**config.mk**
```make
export PLATFORM = sky130hd
export DESIGN_NAME = c_decr_seq
export DESIGN_NICKNAME = d
export VERILOG_FILES = /design/src/rtl/c_decr_seq_pkg.sv /design/src/rtl/c_decr.sv /design/src/rtl/c_decr_seq.sv
export SDC_FILE = /design/constraint.sdc
export NUM_CORES = 1
export LEC_CHECK = 0
export BUFFER_PORTS_ARGS = -buffer_cell sky130_fd_sc_hd__buf_2
export CORE_MARGIN = 2
export CORE_UTILIZATION = 49
export CTS_BUF_LIST = sky130_fd_sc_hd__clkbuf_4 sky130_fd_sc_hd__clkbuf_8
export DETAILED_ROUTE_END_ITERATION = 10
export PLACE_DENSITY_LB_ADDON = 0.15
export SYNTH_ARGS = -nofsm -noshare
export SYNTH_HDL_FRONTEND = slang
export SYNTH_SLANG_ARGS = --single-unit
```
**constraint.sdc**
```tcl
create_clock -name clk -period 1.8 [get_ports clk]
set_input_delay 0.09 -clock clk [delete_from_list [all_inputs] [get_ports clk]]
set_output_delay 0.09 -clock clk [all_outputs]
set_load 0.02 [all_outputs]
```
**src/rtl/c_decr_seq_pkg.sv**
```systemverilog
// Shared definitions for the descending wrapping sequencer (c_decr_seq).
package c_decr_seq_pkg;

  localparam int unsigned STATE_WIDTH = 1;

  typedef enum logic [STATE_WIDTH-1:0] {
    STATE_IDLE = 1'b0,
    STATE_RUN  = 1'b1
  } state_t;

endpackage

```
**src/rtl/c_decr.sv**
```systemverilog
// Combinational wrapping decrementer over [min_value, max_value]; min_value wraps to max_value.
module c_decr #(
  parameter int width     = 4,
  parameter int min_value = 4,
  parameter int max_value = 7
) (
  input  logic [width-1:0] data_in,
  output logic [width-1:0] data_out
);

  localparam logic [width-1:0] MIN_V = width'(min_value);
  localparam logic [width-1:0] MAX_V = width'(max_value);
  localparam logic [width-1:0] ONE   = width'(1);

  always_comb begin
    data_out = (data_in == MIN_V) ? MAX_V : data_in - ONE;
  end

endmodule

```
**src/rtl/c_decr_seq.sv**
```systemverilog
// Emits a descending, wrapping run of values over a valid/ready handshake.
// Optional start_value range rejection is enabled by defining C_DECR_SEQ_RANGE_CHECK_EN.
module c_decr_seq
  import c_decr_seq_pkg::*;
#(
  parameter int width     = 4,
  parameter int min_value = 4,
  parameter int max_value = 7,
  parameter int len_width = 4
) (
  input  logic                 clk,
  input  logic                 reset,
  input  logic                 start,
  input  logic [width-1:0]     start_value,
  input  logic [len_width-1:0] run_len,
  output logic                 busy,
  output logic                 data_valid,
  input  logic                 data_ready,
  output logic [width-1:0]     data_out,
  output logic [len_width-1:0] remaining,
  output logic                 done,
  output logic                 error
);

  localparam logic [width-1:0]     MIN_V   = width'(min_value);
  localparam logic [width-1:0]     MAX_V   = width'(max_value);
  localparam logic [len_width-1:0] ONE_LEN = len_width'(1);

`ifdef C_DECR_SEQ_RANGE_CHECK_EN
  localparam bit RANGE_CHECK = 1'b1;
`else
  localparam bit RANGE_CHECK = 1'b0;
`endif

  state_t               state, state_nxt;
  logic [width-1:0]     value_q, value_nxt, value_dec;
  logic [len_width-1:0] rem_q, rem_nxt;
  logic                 done_q, done_nxt;
  logic                 err_q, err_nxt;
  logic                 in_range, reject, fire;

  c_decr #(
    .width    (width),
    .min_value(min_value),
    .max_value(max_value)
  ) u_decr (
    .data_in (value_q),
    .data_out(value_dec)
  );

  always_ff @(posedge clk or negedge reset) begin
    if (!reset) begin
      state   <= STATE_IDLE;
      value_q <= MAX_V;
      rem_q   <= '0;
      done_q  <= 1'b0;
      err_q   <= 1'b0;
    end else begin
      state   <= state_nxt;
      value_q <= value_nxt;
      rem_q   <= rem_nxt;
      done_q  <= done_nxt;
      err_q   <= err_nxt;
    end
  end

  // Without the range check, an out-of-range start is loaded as max_value instead.
  always_comb begin
    in_range = (start_value >= MIN_V) && (start_value <= MAX_V);
    reject   = RANGE_CHECK && !in_range;
    fire     = (state == STATE_RUN) && data_ready;
  end

  always_comb begin
    state_nxt = state;
    value_nxt = value_q;
    rem_nxt   = rem_q;
    done_nxt  = 1'b0;
    err_nxt   = err_q;
    case (state)
      STATE_IDLE: begin
        if (start) begin
          if (reject) begin
            err_nxt  = 1'b1;
            done_nxt = 1'b1;
          end else if (run_len == '0) begin
            done_nxt = 1'b1;
          end else begin
            state_nxt = STATE_RUN;
            value_nxt = in_range ? start_value : MAX_V;
            rem_nxt   = run_len;
          end
        end
      end
      STATE_RUN: begin
        if (fire) begin
          if (rem_q == ONE_LEN) begin
            state_nxt = STATE_IDLE;
            rem_nxt   = '0;
            done_nxt  = 1'b1;
          end else begin
            value_nxt = value_dec;
            rem_nxt   = rem_q - ONE_LEN;
          end
        end
      end
      default: state_nxt = STATE_IDLE;
    endcase
  end

  always_comb begin
    busy       = (state == STATE_RUN);
    data_valid = (state == STATE_RUN);
    data_out   = value_q;
    remaining  = rem_q;
    done       = done_q;
    error      = err_q;
  end

endmodule

```
**After elaboration in Yosys (flattened, before gate mapping)**

Cells that the tools add are included.

- Flip-flop bits (word level): 10
- Input bits: 12
- Logic and storage cells: 42

- Add/sub/neg operators: 2
- Order comparisons: 2
- Equality and inequality tests: 6
- Multiplexer cells: 22
- Bitwise operators: 1
- Reduce and logical (&&, ||, !) cells: 5

Operators by type and width:

| cell | count |
|---|---|
| 4-bit two-way mux | 10 |
| 4-bit one-hot mux with 2 select lines | 2 |
| 1-bit two-way mux | 8 |
| 4-bit by 1-bit subtractor with 4-bit output (second input constant) | 2 |
| 2-bit inequality test (second input constant) | 3 |
| 4-bit by 1-bit equality test with 1-bit output (second input constant) | 1 |
| 4-bit by 3-bit equality test with 1-bit output (second input constant) | 1 |
| 4-bit by 3-bit greater-or-equal comparator with 1-bit output (second input constant) | 1 |
| 4-bit by 3-bit <= comparator with 1-bit output (second input constant) | 1 |
| 4-bit logical NOT | 1 |
| 1-bit one-hot mux with 2 select lines | 2 |
| 4-bit AND reduction | 1 |
| 3-bit AND reduction | 1 |
| 1-bit logical AND | 2 |
| 2-bit by 1-bit inequality test with 1-bit output (second input constant) | 1 |
| 1-bit inverter | 1 |

**Depth between registers and ports, before layout**

- Depth in word-level cells: 6
- Depth in mapped cells: 5
- Mapped depth without buffers: 5

**Modules after synthesis**

A second synthesis with hierarchy kept.

- Cells, all modules: 75
- Area total of the unflattened synthesis: 730.7 um^2

By module, submodules not included:

| module | instances | cells an instance | area an instance (um^2) |
|---|---|---|---|
| c_decr_seq | 1 | 65 | 666.9 |
| c_decr | 1 | 10 | 63.8 |

**Worst setup path after synthesis**

No wires, ideal clock.

- Kind: register to register
- Start: register rem_q[1] (netlist: remaining[1])
- End: register value_q[0] (netlist: data_out[0])
- Library setup time: 85 ps
- Arrival time: 1465 ps
- Data required time: 1715 ps
- Setup slack: 250 ps
- Cell stages (with the launch flop): 6
- Clock period less this slack: 1550 ps
- Path through: dfrtp_1 > inv_1 > ha_1 > nor3b_2 > o22ai_2 > mux2_1

- Longest elaborated chain between the ends: 3

RTL lines:

| what | RTL line | source |
|---|---|---|
| start, declared | c_decr_seq.sv:37 | `logic [len_width-1:0] rem_q, rem_nxt;` |
| start signal, assigned | c_decr_seq.sv:61 | `rem_q <= rem_nxt;` |
| 4-bit by 1-bit equality test with 1-bit output | c_decr_seq.sv:97 | `if (rem_q == ONE_LEN) begin` |
| 2-bit inequality test (no line) | - |  |
| 4-bit AND reduction (no line) | - |  |
| end signal, assigned | c_decr_seq.sv:60 | `value_q <= value_nxt;` |
| end, declared | c_decr_seq.sv:36 | `logic [width-1:0] value_q, value_nxt, value_dec;` |

No other way between the ends.
A chain may end at the register's enable or synchronous reset.

**Worst setup path in the final report**

- Start: register rem_q[1] (netlist: remaining[1])
- End: register value_q[1] (netlist: data_out[1])

Same word-level chain as after synthesis.

==> metrics.txt <==
# TYPE chip_impl_metric gauge
chip_impl_info{name="run_status",value="finished clean"} 1
chip_impl_metric{name="reg2reg_slack",unit="ns"} 0.19
chip_impl_metric{name="post_cts_resize_count",unit=""} 0
chip_impl_metric{name="post-dp-hpwl",unit="mm"} 1.171
chip_impl_metric{name="fraction_of_final_layout_cells_with_drive_strength_greater_than_1",unit="%"} 40.43
chip_impl_metric{name="gp_routability_congestion",unit=""} 0.8733
chip_impl_metric{name="synth.distinct_cells",unit=""} 34
chip_impl_metric{name="grt_overflow_total",unit=""} 0
chip_impl_metric{name="source_to_sink_clock_delay_at_the_later_pin_of_the_worst_skew_pair",unit="ns"} 0.27
chip_impl_metric{name="worst-path-max-fanout",unit=""} 4
chip_impl_metric{name="syn-num-nets",unit=""} 82
chip_impl_metric{name="cts-hold-fix-buffers",unit=""} 1
chip_impl_metric{name="cts.htree.levels",unit=""} 1
chip_impl_metric{name="drtIter0Drc",unit=""} 16
chip_impl_info{name="critical_path.startpoint",value="remaining[1]"} 1
chip_impl_metric{name="power_leakage",unit="nW"} 0.3954
chip_impl_metric{name="io_buffers",unit=""} 22
chip_impl_metric{name="starting_density_of_the_core",unit="%"} 52.19
chip_impl_metric{name="maxCapViolCount",unit=""} 0
chip_impl_metric{name="finish.utilization",unit="%"} 66.02
chip_impl_metric{name="yosys_warnings",unit=""} 0
chip_impl_metric{name="area.growth.synth_to_final",unit="%"} 26.49
chip_impl_metric{name="vias_per_cell",unit=""} 5.716
chip_impl_metric{name="clock-skew-final",unit="ns"} 0.0008736
chip_impl_metric{name="grt_pass1_vias",unit=""} 575
chip_impl_metric{name="final-instance-count-excl-fill",unit=""} 109
chip_impl_metric{name="numClockSinks",unit=""} 10
chip_impl_info{name="timing.critical_path.from_type",value="flop"} 1
chip_impl_metric{name="synth_edf_count",unit=""} 0
chip_impl_metric{name="io-pin-count",unit=""} 24
chip_impl_metric{name="crit_arrival",unit="ns"} 1.80
chip_impl_info{name="r2r-start",value="remaining[1]"} 1
chip_impl_metric{name="grt_start_max_net_pins",unit=""} 11
chip_impl_metric{name="ys_seq_area_share",unit="%"} 37.87
chip_impl_metric{name="yosys_register_bits",unit=""} 10
chip_impl_info{name="clockRootBuffer",value="clkbuf_4"} 1
chip_impl_metric{name="final.setup.tns",unit="ns"} 0
chip_impl_info{name="critical_path.endpoint_type",value="flop"} 1
chip_impl_info{name="criticalPathCategory",value="reg -> reg"} 1
chip_impl_info{name="cp_slowest_cell",value="dfrtp_1"} 1
chip_impl_metric{name="die_w",unit="um"} 41.00
chip_impl_metric{name="nets",unit=""} 110
chip_impl_metric{name="detail_routed_net_length_per_standard_cell",unit="um"} 14.41
chip_impl_metric{name="grtUsageTotal",unit="%"} 22.01
chip_impl_metric{name="p_per_area",unit="nW/um^2"} 1745
chip_impl_metric{name="netlist_area_before_placement",unit="sq um"} 670.6
chip_impl_metric{name="critPathRequiredTime",unit="ns"} 2.00
chip_impl_metric{name="max-clock-path-buffers",unit=""} 2
chip_impl_metric{name="timing_hold_violations_final",unit=""} 0
chip_impl_metric{name="route.final.wire_length",unit="mm"} 1.571
chip_impl_metric{name="numPlacedInstances",unit=""} 104
chip_impl_metric{name="grt_first_pass_wirelength",unit="mm"} 2.401
chip_impl_metric{name="worst_setup_hold_path_clk_slew",unit="ns"} 0.07
chip_impl_info{name="r2r-end",value="data_out[1]"} 1
chip_impl_metric{name="total_power",unit="mW"} 1.480
chip_impl_metric{name="placed_cell_area",unit="sq um"} 802.0
chip_impl_info{name="critical_path.cell_chain",value="inv_1 > ha_1 > nor3b_2 > o22ai_2 > mux2_1"} 1
chip_impl_metric{name="row_count",unit=""} 13
chip_impl_metric{name="min_period",unit="ns"} 1.607
chip_impl_metric{name="synthCells",unit=""} 67
chip_impl_metric{name="placement.setup.worst_slack",unit="ns"} 0.2479
chip_impl_metric{name="timing_max_transition_violations_final",unit=""} 0
chip_impl_metric{name="detail_route.drc_violations",unit=""} 0
chip_impl_metric{name="die_area",unit="sq um"} 1681
chip_impl_metric{name="finalSetupViolations",unit=""} 0
chip_impl_metric{name="ys_async_sr_fraction",unit="%"} 100.0
chip_impl_metric{name="cts_buffers",unit=""} 3
chip_impl_metric{name="antenna_found_initial",unit=""} 0
chip_impl_metric{name="postRouteAntennaNets",unit=""} 0
chip_impl_info{name="tritoncts",value="yes"} 1
chip_impl_info{name="critPathCapture",value="data_out[1]"} 1
chip_impl_metric{name="fin_hold_ws",unit="ns"} 0.09939
chip_impl_metric{name="via_count",unit=""} 623
chip_impl_metric{name="final.period_utilization",unit="%"} 89.27
chip_impl_metric{name="floorplan.die.height",unit="um"} 41.00
chip_impl_metric{name="count_of_buffers_added_by_post_cts_timing_repair_for_setup",unit=""} 0
chip_impl_info{name="synth_flop_cell",value="dfrtp_1"} 1
chip_impl_metric{name="critical-path-max-stage-delay",unit="ns"} 0.40
chip_impl_metric{name="ir_worst_vdd",unit="mV"} 0.8527
chip_impl_metric{name="maximum_clock_frequency",unit="MHz"} 622.4
chip_impl_metric{name="drt_first_pass_iters",unit=""} 4
chip_impl_info{name="grt_setup_unrepaired",value="no"} 1
chip_impl_metric{name="final_antenna_diode_count",unit=""} 0
chip_impl_metric{name="r2r.worst_path.cells",unit=""} 5
chip_impl_info{name="hold_path_class",value="in -> reg"} 1
chip_impl_metric{name="core_region_area",unit="sq um"} 1285
chip_impl_metric{name="syn_avg_cell_area",unit="sq um"} 10.01
chip_impl_metric{name="post-route-cell-area",unit="sq um"} 848.3
chip_impl_metric{name="postLayoutSetupSlackWorst",unit="ns"} 0.1932
-- routing by layer --
layer / routed length [um] / vias up / global-route usage, %
met2: 764 / 17 / 36.33
li1: - / 308 / -
met1: 738 / 298 / 27.81
met5: 0 / - / 0
met3: 68 / 0 / 4.891
met4: 0 / 0 / 7.500
-- Yosys cell counts, types with 2 or more instances --
cell type / count / area, sq um
nor2b_1: 2 / 12.51
nand3b_1: 2 / 15.01
buf_4: 2 / 15.01
mux2_1: 2 / 22.52
ha_1: 3 / 37.54
a221o_1: 2 / 20.02
dfrtp_1: 7 / 175.2
and3_1: 2 / 12.51
or3b_2: 2 / 17.52
o2bb2ai_1: 2 / 17.52
dfstp_2: 3 / 78.83
inv_1: 6 / 22.52
o211ai_1: 2 / 15.01
nand2_1: 5 / 18.77
nor3_1: 2 / 10.01
a31oi_1: 2 / 12.51
o31ai_1: 2 / 15.01
nor4b_1: 2 / 17.52
o21ai_0: 2 / 10.01
-- cells by family (layout without fill, tap and decap cells) --
logic type	count (synthesis)	in the layout	share of synthesized area, %
AOI/OAI and AO/OA	17	17	19.59
other	1	1	0.5592
adders and majority gates	3	3	5.598
DFF	10	10	37.87
and+or+nand+nor	24	24	25.19
buffers and inverters	9	36	6.342
muxes	3	3	4.851
-- placed cells by master, fill, tap and decap left out, drive strengths merged --
cell type / Yosys / layout
nand2b: 1 / 1
or4: 1 / 1
a221o: 2 / 2
ha: 3 / 3
nor3b: 1 / 1
o31ai: 2 / 2
nand3b: 2 / 2
conb: 1 / 1
dfrtp: 7 / 7
nor2b: 2 / 2
and3: 2 / 2
and2: 1 / 1
o21ai: 2 / 2
dlygate4sd3: 0 / 1
clkbuf: 0 / 4
dfstp: 3 / 3
nor4: 1 / 1
o21a: 1 / 1
nand2: 5 / 5
a31oi: 2 / 2
nor2: 1 / 1
o211ai: 2 / 2
a21oi: 1 / 1
or3b: 2 / 2
mux2: 2 / 2
buf: 3 / 25
inv: 6 / 6
o211a: 1 / 1
mux2i: 1 / 1
o2bb2ai: 2 / 2
nand4: 1 / 1
nor4b: 2 / 2
nor3: 2 / 2
o22ai: 2 / 2
-- cell type report --
cell class	instances	area, sq um
Fill cell	104	436.7
Timing Repair Buffer	26	142.6
Inverter	6	22.52
Sequential cell	10	254.0
Multi-Input combinational cell	48	374.1
Clock buffer	4	36.28
Tap cell	15	18.77
-- power by group --
group | switching [mW] | internal (mW) | leakage (nW)
logic | 0.421 | 0.348 | 0.262
clock network | 0.0856 | 0.123 | 0.0210
registers | 0.147 | 0.356 | 0.113
-- critical path: cells and delay by family (launching register included) --
kind            cells  cell delay, ns
compound gates      1            0.17
buf+inv             1            0.08
flops               1            0.40
fa+ha+maj           1            0.21
simple gates        1            0.34
mux                 1            0.34
-- flip-flops by register name, summed over array words and instances, names as in the netlist --
name / flops
data_out: 4
remaining: 4
busy: 1
done: 1
-- worst min-delay path by stage --
stage / slack [ns] / to / start / depth (start not counted)
after floorplan: -0.21 / busy / reset / 0
after global placement: -0.04 / remaining[2] / reset / 1
after detailed placement: -0.04 / remaining[3] / reset / 1
after CTS: 0.09 / remaining[3] / run_len[3] / 3
after global routing: 0.12 / remaining[0] / run_len[0] / 2
final: 0.1 / remaining[3] / run_len[3] / 3
(Power assumes the default switching activity.)
